## config.mk

```make
export PLATFORM = sky130hd
export DESIGN_NAME = command_issuer_flat
export DESIGN_NICKNAME = d
export VERILOG_FILES = /design/src/rtl/command_issuer_if.sv /design/src/rtl/command_issuer.sv /design/src/flat_wrapper.sv
export SDC_FILE = /design/constraint.sdc
export NUM_CORES = 1
export LEC_CHECK = 0
export CORE_MARGIN = 2
export CORE_UTILIZATION = 45
export DETAILED_ROUTE_END_ITERATION = 12
export PLACE_DENSITY = 0.74
export SYNTH_ARGS = -nofsm -noshare
export SYNTH_HDL_FRONTEND = slang
export SYNTH_SLANG_ARGS = --single-unit
```

## constraint.sdc

```tcl
create_clock -name clk -period 2.2 [get_ports clk]
set_clock_uncertainty 0.2 [all_clocks]
set_input_delay 0.33 -clock clk [delete_from_list [all_inputs] [get_ports clk]]
set_output_delay 0.33 -clock clk [all_outputs]
set_load 0.03 [all_outputs]
```

## src/rtl/command_issuer_if.sv

```systemverilog
// Host / ALU-side signal bundle for command_issuer.
//
// master : the environment (host command source, ALU result source, result consumer)
// slave  : command_issuer itself
//
// Signals:
//   cmd_in[11:0]   host command {opcode, addr1, addr2, addr3}
//   cmd_valid      host command valid
//   cmd_ready      FIFO has room for a command
//   command[11:0]  command currently presented to the controller stage
//   syscall        one-cycle RUN strobe to the controller stage
//   y[31:0]        ALU/controller result
//   O, C, Z, N     ALU overflow, carry, zero, negative flags
//   res_data[31:0] captured result
//   res_flags[3:0] captured flags {O,C,Z,N}
//   res_valid      result available to host
//   res_ready      host accepts the result
//   fifo_count     number of queued commands
interface command_issuer_if #(
    parameter int unsigned DEPTH = 4
);
    localparam int unsigned CntW = $clog2(DEPTH) + 1;

    logic [11:0]     cmd_in;
    logic            cmd_valid;
    logic            cmd_ready;
    logic [11:0]     command;
    logic            syscall;
    logic [31:0]     y;
    logic            O;
    logic            C;
    logic            Z;
    logic            N;
    logic [31:0]     res_data;
    logic [3:0]      res_flags;
    logic            res_valid;
    logic            res_ready;
    logic [CntW-1:0] fifo_count;

    modport master (
        output cmd_in, cmd_valid, y, O, C, Z, N, res_ready,
        input  cmd_ready, command, syscall, res_data, res_flags, res_valid, fifo_count
    );

    modport slave (
        input  cmd_in, cmd_valid, y, O, C, Z, N, res_ready,
        output cmd_ready, command, syscall, res_data, res_flags, res_valid, fifo_count
    );
endinterface

```

## src/rtl/command_issuer.sv

```systemverilog
// Command issuer: queues host commands in a small FIFO and issues them one at a
// time to a controller stage. Each issue pulses syscall for one cycle, waits a
// fixed settle time (longer for CAS, opcode 3'b111), captures the ALU result and
// flags, and holds them until the host accepts.
//
// Ports:
//   clk     sole clock, rising edge
//   rst_n   asynchronous active-low reset; clears FIFO, FSM and result
//   bus_io  command_issuer_if.slave (command, controller and result signals)
//
// Parameters:
//   DEPTH      FIFO entries, power of 2, >= 2
//   SETTLE     wait cycles after a non-CAS command, >= 1
//   CAS_SETTLE wait cycles after a CAS command, >= 1
module command_issuer #(
    parameter int unsigned DEPTH      = 4,
    parameter int unsigned SETTLE     = 2,
    parameter int unsigned CAS_SETTLE = 4
) (
    input logic              clk,
    input logic              rst_n,
    command_issuer_if.slave  bus_io
);

    localparam int unsigned PtrW      = $clog2(DEPTH);
    localparam int unsigned CntW      = PtrW + 1;
    localparam int unsigned MaxSettle = (CAS_SETTLE > SETTLE) ? CAS_SETTLE : SETTLE;
    localparam int unsigned WaitW     = $clog2(MaxSettle + 1);
    localparam logic [2:0]  OpCas     = 3'b111;

    typedef enum logic [1:0] {
        StIdle,
        StIssue,
        StWait,
        StResult
    } state_e;

    // ------------------------------------------------------------------
    // Command FIFO
    // ------------------------------------------------------------------
    logic [11:0]     mem_q [DEPTH];
    logic [PtrW-1:0] wr_ptr_q;
    logic [PtrW-1:0] rd_ptr_q;
    logic [CntW-1:0] count_q;
    logic [CntW-1:0] count_d;
    logic            cmd_ready;
    logic            push;
    logic            pop;

    // FSM state
    state_e          state_q;
    logic [11:0]     command_q;
    logic            syscall_q;
    logic [WaitW-1:0] wait_q;
    logic [31:0]     res_data_q;
    logic [3:0]      res_flags_q;
    logic            res_valid_q;

    // Ready comes only from registered count; a full FIFO refuses a push even
    // when a pop happens in the same cycle.
    assign cmd_ready = (count_q < CntW'(DEPTH));
    assign push      = bus_io.cmd_valid && cmd_ready;
    assign pop       = (state_q == StIdle) && (count_q != '0);

    always_comb begin
        count_d = count_q;
        if (push && !pop) begin
            count_d = count_q + CntW'(1);
        end else if (pop && !push) begin
            count_d = count_q - CntW'(1);
        end
    end

    // Storage carries no reset: entries are only readable once counted.
    always_ff @(posedge clk) begin
        if (push) begin
            mem_q[wr_ptr_q] <= bus_io.cmd_in;
        end
    end

    // DEPTH is a power of 2, so natural pointer overflow is the modulo wrap.
    always_ff @(posedge clk or negedge rst_n) begin
        if (!rst_n) begin
            wr_ptr_q <= '0;
            rd_ptr_q <= '0;
            count_q  <= '0;
        end else begin
            if (push) begin
                wr_ptr_q <= wr_ptr_q + PtrW'(1);
            end
            if (pop) begin
                rd_ptr_q <= rd_ptr_q + PtrW'(1);
            end
            count_q <= count_d;
        end
    end

    // ------------------------------------------------------------------
    // Issue FSM: IDLE -> ISSUE -> WAIT (n cycles) -> RESULT -> IDLE
    // ------------------------------------------------------------------
    always_ff @(posedge clk or negedge rst_n) begin
        if (!rst_n) begin
            state_q     <= StIdle;
            command_q   <= '0;
            syscall_q   <= 1'b0;
            wait_q      <= '0;
            res_data_q  <= '0;
            res_flags_q <= '0;
            res_valid_q <= 1'b0;
        end else begin
            // syscall is high only in the cycle the FSM sits in ISSUE.
            syscall_q <= 1'b0;
            unique case (state_q)
                StIdle: begin
                    if (pop) begin
                        command_q <= mem_q[rd_ptr_q];
                        syscall_q <= 1'b1;
                        state_q   <= StIssue;
                    end
                end
                StIssue: begin
                    wait_q  <= (command_q[11:9] == OpCas) ? WaitW'(CAS_SETTLE) : WaitW'(SETTLE);
                    state_q <= StWait;
                end
                StWait: begin
                    // The edge ending the last wait cycle captures the result.
                    if (wait_q == WaitW'(1)) begin
                        res_data_q  <= bus_io.y;
                        res_flags_q <= {bus_io.O, bus_io.C, bus_io.Z, bus_io.N};
                        res_valid_q <= 1'b1;
                        state_q     <= StResult;
                    end else begin
                        wait_q <= wait_q - WaitW'(1);
                    end
                end
                StResult: begin
                    // res_valid is always 1 here, so res_ready alone completes.
                    if (bus_io.res_ready) begin
                        res_valid_q <= 1'b0;
                        state_q     <= StIdle;
                    end
                end
                default: begin
                    state_q <= StIdle;
                end
            endcase
        end
    end

    assign bus_io.cmd_ready  = cmd_ready;
    assign bus_io.command    = command_q;
    assign bus_io.syscall    = syscall_q;
    assign bus_io.res_data   = res_data_q;
    assign bus_io.res_flags  = res_flags_q;
    assign bus_io.res_valid  = res_valid_q;
    assign bus_io.fifo_count = count_q;

endmodule
```

## src/flat_wrapper.sv

```systemverilog
// flat-port wrapper written by rule: the top's interface ports become plain ports
module command_issuer_flat 
#(
    parameter int unsigned DEPTH      = 4,
    parameter int unsigned SETTLE     = 2,
    parameter int unsigned CAS_SETTLE = 4
)
  (clk, rst_n, bus_io_cmd_in, bus_io_cmd_valid, bus_io_y, bus_io_O, bus_io_C, bus_io_Z, bus_io_N, bus_io_res_ready, bus_io_cmd_ready, bus_io_command, bus_io_syscall, bus_io_res_data, bus_io_res_flags, bus_io_res_valid, bus_io_fifo_count);
  command_issuer_if #(.DEPTH(DEPTH)) bus_io_i ();
  input logic clk;
  input logic rst_n;
  input wire logic [$bits(bus_io_i.cmd_in)-1:0] bus_io_cmd_in;
  input wire logic [$bits(bus_io_i.cmd_valid)-1:0] bus_io_cmd_valid;
  input wire logic [$bits(bus_io_i.y)-1:0] bus_io_y;
  input wire logic [$bits(bus_io_i.O)-1:0] bus_io_O;
  input wire logic [$bits(bus_io_i.C)-1:0] bus_io_C;
  input wire logic [$bits(bus_io_i.Z)-1:0] bus_io_Z;
  input wire logic [$bits(bus_io_i.N)-1:0] bus_io_N;
  input wire logic [$bits(bus_io_i.res_ready)-1:0] bus_io_res_ready;
  output wire logic [$bits(bus_io_i.cmd_ready)-1:0] bus_io_cmd_ready;
  output wire logic [$bits(bus_io_i.command)-1:0] bus_io_command;
  output wire logic [$bits(bus_io_i.syscall)-1:0] bus_io_syscall;
  output wire logic [$bits(bus_io_i.res_data)-1:0] bus_io_res_data;
  output wire logic [$bits(bus_io_i.res_flags)-1:0] bus_io_res_flags;
  output wire logic [$bits(bus_io_i.res_valid)-1:0] bus_io_res_valid;
  output wire logic [$bits(bus_io_i.fifo_count)-1:0] bus_io_fifo_count;
  assign bus_io_i.cmd_in = bus_io_cmd_in;
  assign bus_io_i.cmd_valid = bus_io_cmd_valid;
  assign bus_io_i.y = bus_io_y;
  assign bus_io_i.O = bus_io_O;
  assign bus_io_i.C = bus_io_C;
  assign bus_io_i.Z = bus_io_Z;
  assign bus_io_i.N = bus_io_N;
  assign bus_io_i.res_ready = bus_io_res_ready;
  assign bus_io_cmd_ready = bus_io_i.cmd_ready;
  assign bus_io_command = bus_io_i.command;
  assign bus_io_syscall = bus_io_i.syscall;
  assign bus_io_res_data = bus_io_i.res_data;
  assign bus_io_res_flags = bus_io_i.res_flags;
  assign bus_io_res_valid = bus_io_i.res_valid;
  assign bus_io_fifo_count = bus_io_i.fifo_count;
  command_issuer #(.DEPTH(DEPTH), .SETTLE(SETTLE), .CAS_SETTLE(CAS_SETTLE)) u_core (.clk(clk), .rst_n(rst_n), .bus_io(bus_io_i));
endmodule
```

### Yosys cells after proc, flatten, opt, wreduce, memory -nomap -nowiden

Memories as Yosys holds them, arrays and structs flattened. A register that Yosys moved wholly into a read port is not among the register bits.
Index checks and enable logic that the tools add are counted.

| cells by class | value |
|---|---|
| multiplexer cells | 16 |
| add/subtract/negate cells | 5 |
| equality and inequality tests | 9 |
| order comparisons | 1 |
| reductions and logical operators | 17 |

Operators by type and width:

| kind | count |
|---|---|
| 2-to-1 mux 3 bit | 4 |
| case mux 2 bit (4 select lines) | 1 |
| 2-to-1 mux 1 bit | 6 |
| 2-to-1 mux 2 bit | 3 |
| case mux 3 bit (2 select lines) | 1 |
| AND reduction 2 bit | 3 |
| AND reduction 3 bit | 2 |
| nonzero test 2 bit | 3 |
| subtractor 3 x 1 -> 3 bit (second input constant) | 2 |
| adder 2 x 1 -> 2 bit (second input constant) | 2 |
| equality test 2 bit (second input constant) | 2 |
| logical AND 1 bit | 4 |
| != test 2 x 1 -> 1 bit (second input constant) | 2 |
| != test 2 bit (second input constant) | 2 |
| adder 3 x 1 -> 3 bit (second input constant) | 1 |
| equality test 3 x 1 -> 1 bit (second input constant) | 1 |
| equality test 3 bit (second input constant) | 1 |
| logical NOT 1 bit | 3 |
| less-than comparator 3 bit (second input constant) | 1 |
| nonzero test 3 bit | 1 |
| equality test 2 x 1 -> 1 bit (second input constant) | 1 |
| logical NOT 2 bit | 1 |
| case mux 1 bit (2 select lines) | 1 |

| storage, ports and cells | value |
|---|---|
| bits of input ports | 52 |
| logic and storage cells | 58 |
| RAM bits | 48 |
| output and inout bits | 54 |
| bits in registers | 50 |
| memories kept | 1 |

Memories:

| name | depth | width | rd ports | clocked after memory_dff | write ports | line | text |
|---|---|---|---|---|---|---|---|
| u_core.mem_q | 4 | 12 | 1 | 1 | 1 | command_issuer.sv:41 | `logic [11:0] mem_q [DEPTH];` |

### Longest topological paths before layout

Gate-level depths: netlist of run 1.

| logic depth | value |
|---|---|
| depth in word-level cells | 6 |
| depth in mapped cells | 10 |
| depth with buffers taken out | 9 |

### Worst setup path after synthesis of run 1

No wires, ideal clock.

| timing path | value |
|---|---|
| kind | reg2reg |
| from | reg u_core.count_q[0], in the netlist u_core.bus_io.fifo_count[0] |
| to | reg u_core.count_q[2], in the netlist u_core.bus_io.fifo_count[2] |
| library setup time | 0.132 ns |
| period minus slack after synthesis | 2.427 ns |
| stages on the path, launching flop included | 9 |
| arrival | 2.095 ns |
| required time | 1.868 ns |
| path buffers | 1 |
| slack | -0.227 ns |
| cells stage by stage | dfrtp_1 o31ai_4 buf_2 ha_1 inv_1 fa_1 xor2_1 nor2_1 xnor2_1 |

| between the ends | value |
|---|---|
| longest elaborated chain between the ends | 5 |
| elaborated cells between the ends (all ways) | 13 |
| those cells by class | add/sub (2); order compare (1); mux (2); reduce/logical (8) |

Ends and longest elaborated chain:

| what | line | text |
|---|---|---|
| start, declared | command_issuer.sv:44 | `logic [CntW-1:0] count_q;` |
| start signal, assigned | command_issuer.sv:94 | `count_q <= count_d;` |
| less-than comparator 3 bit / nonzero test 3 bit (equally long branches) | command_issuer.sv:61, command_issuer.sv:63 |  |
| logical AND 1 bit (on tied branches) | command_issuer.sv:62, command_issuer.sv:63 |  |
| logical NOT 1 bit (on tied branches) | command_issuer.sv:69, command_issuer.sv:67 |  |
| logical AND 1 bit (on tied branches) | command_issuer.sv:69, command_issuer.sv:67 |  |
| nonzero test 2 bit (no line) / 2-to-1 mux 3 bit (equally long branches) | - |  |

Parallel ways exist; a longest one is shown, timed or not. The select of a mux whose other input is x is not followed.
A chain may end at the register's enable or synchronous reset.

### Worst setup path after layout of run 1

| timing path | value |
|---|---|
| from | reg u_core.count_q[2], in the netlist u_core.bus_io.fifo_count[2] |
| to | out bus_io_cmd_ready |

| between the ends | value |
|---|---|
| longest elaborated chain between the ends | 1 |

Ends and longest elaborated chain:

| what | line | text |
|---|---|---|
| less-than comparator 3 bit | command_issuer.sv:61 | `assign cmd_ready = (count_q < CntW'(DEPTH));` |
| end, declared | flat_wrapper.sv:20 | `output wire logic [$bits(bus_io_i.cmd_ready)-1:0] bus_io_cmd_ready;` |

No other way between the ends.

==> metrics, run 1 <==
hold crit path type in -> async; Critical Path RT 1.67 ns; uppermost layer routed met4; Routed Wire Length 8.083 mm; vias in the first global route 2625; NumNets Final 451; Final Max Slew Viols 0; status complete, no violations; CTS buffer count 9; pre-CTS WS -0.09846 ns; slowest CP cell clkdlybuf4s50_1; drt first-iter violations 128; register area 2997 um2; Tightest Pin Transition 0.5346 ns; final worst slack 0.06818 ns; DRC violations left 0; Filler Cells Inserted 750; Synth Warn # 0; crit path DAT 1.60 ns; drt first pass iters 4; first-pass GRT wire length 12.74 mm; core area 9639 um2; EDFF count, synth 48; worst-path fanout max 5; H-tree depth 3; initial antenna violation count 0; via count 2545; part of the cycle the worst path needs 96.90%; top_reg_cell synth dfrtp_1; CTS Buffer Depth 2; GRT Total Usage 15.97%; leak pwr 2.402 nW; RSZ-0062 raised after global routing false; max cap viols 0; Max stage delay on crit path 0.67 ns; Ports 106; Syn-to-layout area delta 35.72%; final hold slack 0.1146 ns; DR WL/cell 15.40 um; layout cells sized above 1 21.94%; CTS sink count 110; Starting Density 45.78%; ant diodes 0; met1 wire length 3.467 mm; Multi-input gate area 1297 um2; Root Buffer clkbuf_8; PortBufs 105; Die W 103.0 um; Synth Net Count 331; library cells used by synthesis 32; die extent in y 103.0 um; CTS tree built; post-synthesis cell area 4413 um2; startpoint types flip-flop; WL met3 564 um; GRT Residual Overflow 0; row count 36; Worst Setup End Kind primary output; maximum VDD drop 0.7732 mV; Async SR Flop Fraction 56.36%; CTS clk-pin slew, worst paths 0.10 ns; largest net degree at the start of global routing 38; Via density 4.848; Syn Inst Count 267; crit-path cells inv_1 > clkdlybuf4s50_1; Fin. Hold Viols 0; critical path class reg -> out; PwrDens 1476 nW/um2; FMAX 469.1 MHz; flop and latch count out of synthesis 110; Die ar. 10620 um2; met2 WL 3.964 mm; RePlAce Congestion 0.7138; Slew headroom 64.36%; # setup viols final 0; HPWL after DPL 5.648 mm; Clk Latency, worst-skew pair 0.36 ns; register area share after synthesis 67.82%; Avg Inst Size Synth 16.53 um2; Detail Route Antenna Nets 0; minimum clock period 2.132 ns
[metrics by stage]
stage	cells	TNS, ns	area (um2)	total power, mW	util, %
2_1_floorplan	267	-0.01288	4438	5.859	-
3_3_place_gp	507	-0.04811	5718	7.310	59.32
3_5_place_dp	507	-0.1964	5718	7.442	59.32
4_1_cts	524	0	5979	8.932	62.03
5_1_grt	525	0	5989	9.377	62.14
6_report	525	0	5989	8.840	62.14
[state kept, by name, indices dropped and copies added (netlist names)]
| signal | cells |
|---|---|
| u_core.rd_ptr_q | 2 |
| u_core.wait_q | 3 |
| u_core.mem_q | 48 |
| u_core.bus_io.res_data | 32 |
| u_core.bus_io.command | 12 |
| u_core.bus_io.fifo_count | 3 |
| u_core.state_q | 2 |
| u_core.bus_io.res_flags | 4 |
| u_core.wr_ptr_q | 2 |
| u_core.bus_io.syscall | 1 |
| u_core.bus_io.res_valid | 1 |
[layer usage]
layer / GRT usage [%] / vias up
li1: - / 1195
met1: 20.12 / 1256
met2: 26.77 / 84
met3: 4.610 / 10
met4: 5.162 / 0
met5: 0 / -
[kinds of logic after synthesis]
group | count (synthesis) | share of synthesized area (%)
flops | 110 | 67.82
simple gates | 55 | 5.472
mux | 52 | 16.61
buf+inv | 22 | 3.175
fa+ha+maj | 12 | 3.572
compound gates | 9 | 1.956
xor+xnor | 7 | 1.389
[repair_timing]
item	in CTS	in global routing
resized for setup	0	1
setup endpoints to repair	0	2
hold buffers	1	0
setup buffers	0	1
hold endpoints to repair	62	0
[layout make-up]
class | instances | area share (%)
sequential | 110 | 50.03
multi-input combinational | 135 | 21.66
timing repair buffer | 120 | 20.64
tap | 133 | 2.778
clock inverter | 7 | 2.131
clock buffer | 9 | 2.068
inverter | 11 | 0.6894
[cell usage after synthesis (all sizes together), types with 2 or more instances]
cell    instances  area, um2
clkbuf          2      7.510
nor2b           3      18.77
mux4           12      285.3
inv            11      41.29
nor2            2      7.510
mux2           38      427.9
edfxtp         48       1441
and2            4      25.02
ha             11      137.6
nor3            3      15.01
mux2i           2      20.02
a221oi          2      23.77
dfrtp          62       1551
o21ai           2      10.01
buf             9      91.33
nand2          39      146.4
xnor2           6      52.55
[final timing paths]
| check | from | to | slack, ns | depth (start not counted) |
|---|---|---|---|---|
| worst max-delay path | u_core.bus_io.fifo_count[2] | bus_io_cmd_ready | 0.07 | 2 |
| worst min-delay path | rst_n | u_core.bus_io.res_data[26] | 0.11 | 2 |
| worst max register to register | u_core.state_q[1] | u_core.bus_io.fifo_count[1] | 0.11 | 7 |
| worst min register to register | u_core.bus_io.command[2] | u_core.bus_io.command[2] | 0.29 | 2 |
| max in group asynchronous | rst_n | u_core.bus_io.res_data[17] | 1.14 | 3 |
| min in group clk | u_core.bus_io.command[2] | u_core.bus_io.command[2] | 0.29 | 2 |
[worst max-delay path, delay by kind of cell, from the launching register on]
| family | cells | cell delay [ns] |
|---|---|---|
| buf+inv | 2 | 0.77 |
| flops | 1 | 0.46 |
[cell usage in the layout (no fill, tap or decap), types with 4 or more instances in the layout]
master           count
and2_1               4
nand2_1             39
ha_1                 9
edfxtp_1            48
mux2_2              38
buf_4                8
xnor2_1              6
buf_12               6
clkbuf_8             9
inv_1               10
mux4_2               8
clkdlybuf4s50_1    104
dfrtp_1             59
mux4_1               4
[report_power, final]
part	internal, mW	switching [mW]
Sequential	2.87	0.419
Clock	0.774	0.695
Combinational	1.96	2.12
Total	5.61	3.23
Power figures use the tool's default switching activity.
==> inputs of run 2 (changes only) <==
Settings changed: CTS_CLUSTER_DIAMETER set to 150.
==> results of run 2 <==
No change in the layout: final DEF, timing and power equal those of run 1.
==> inputs of run 3 (changes only) <==
Settings changed: TNS_END_PERCENT set to 5.
==> results of run 3 <==
No change in the layout: final DEF, timing and power equal those of run 1.
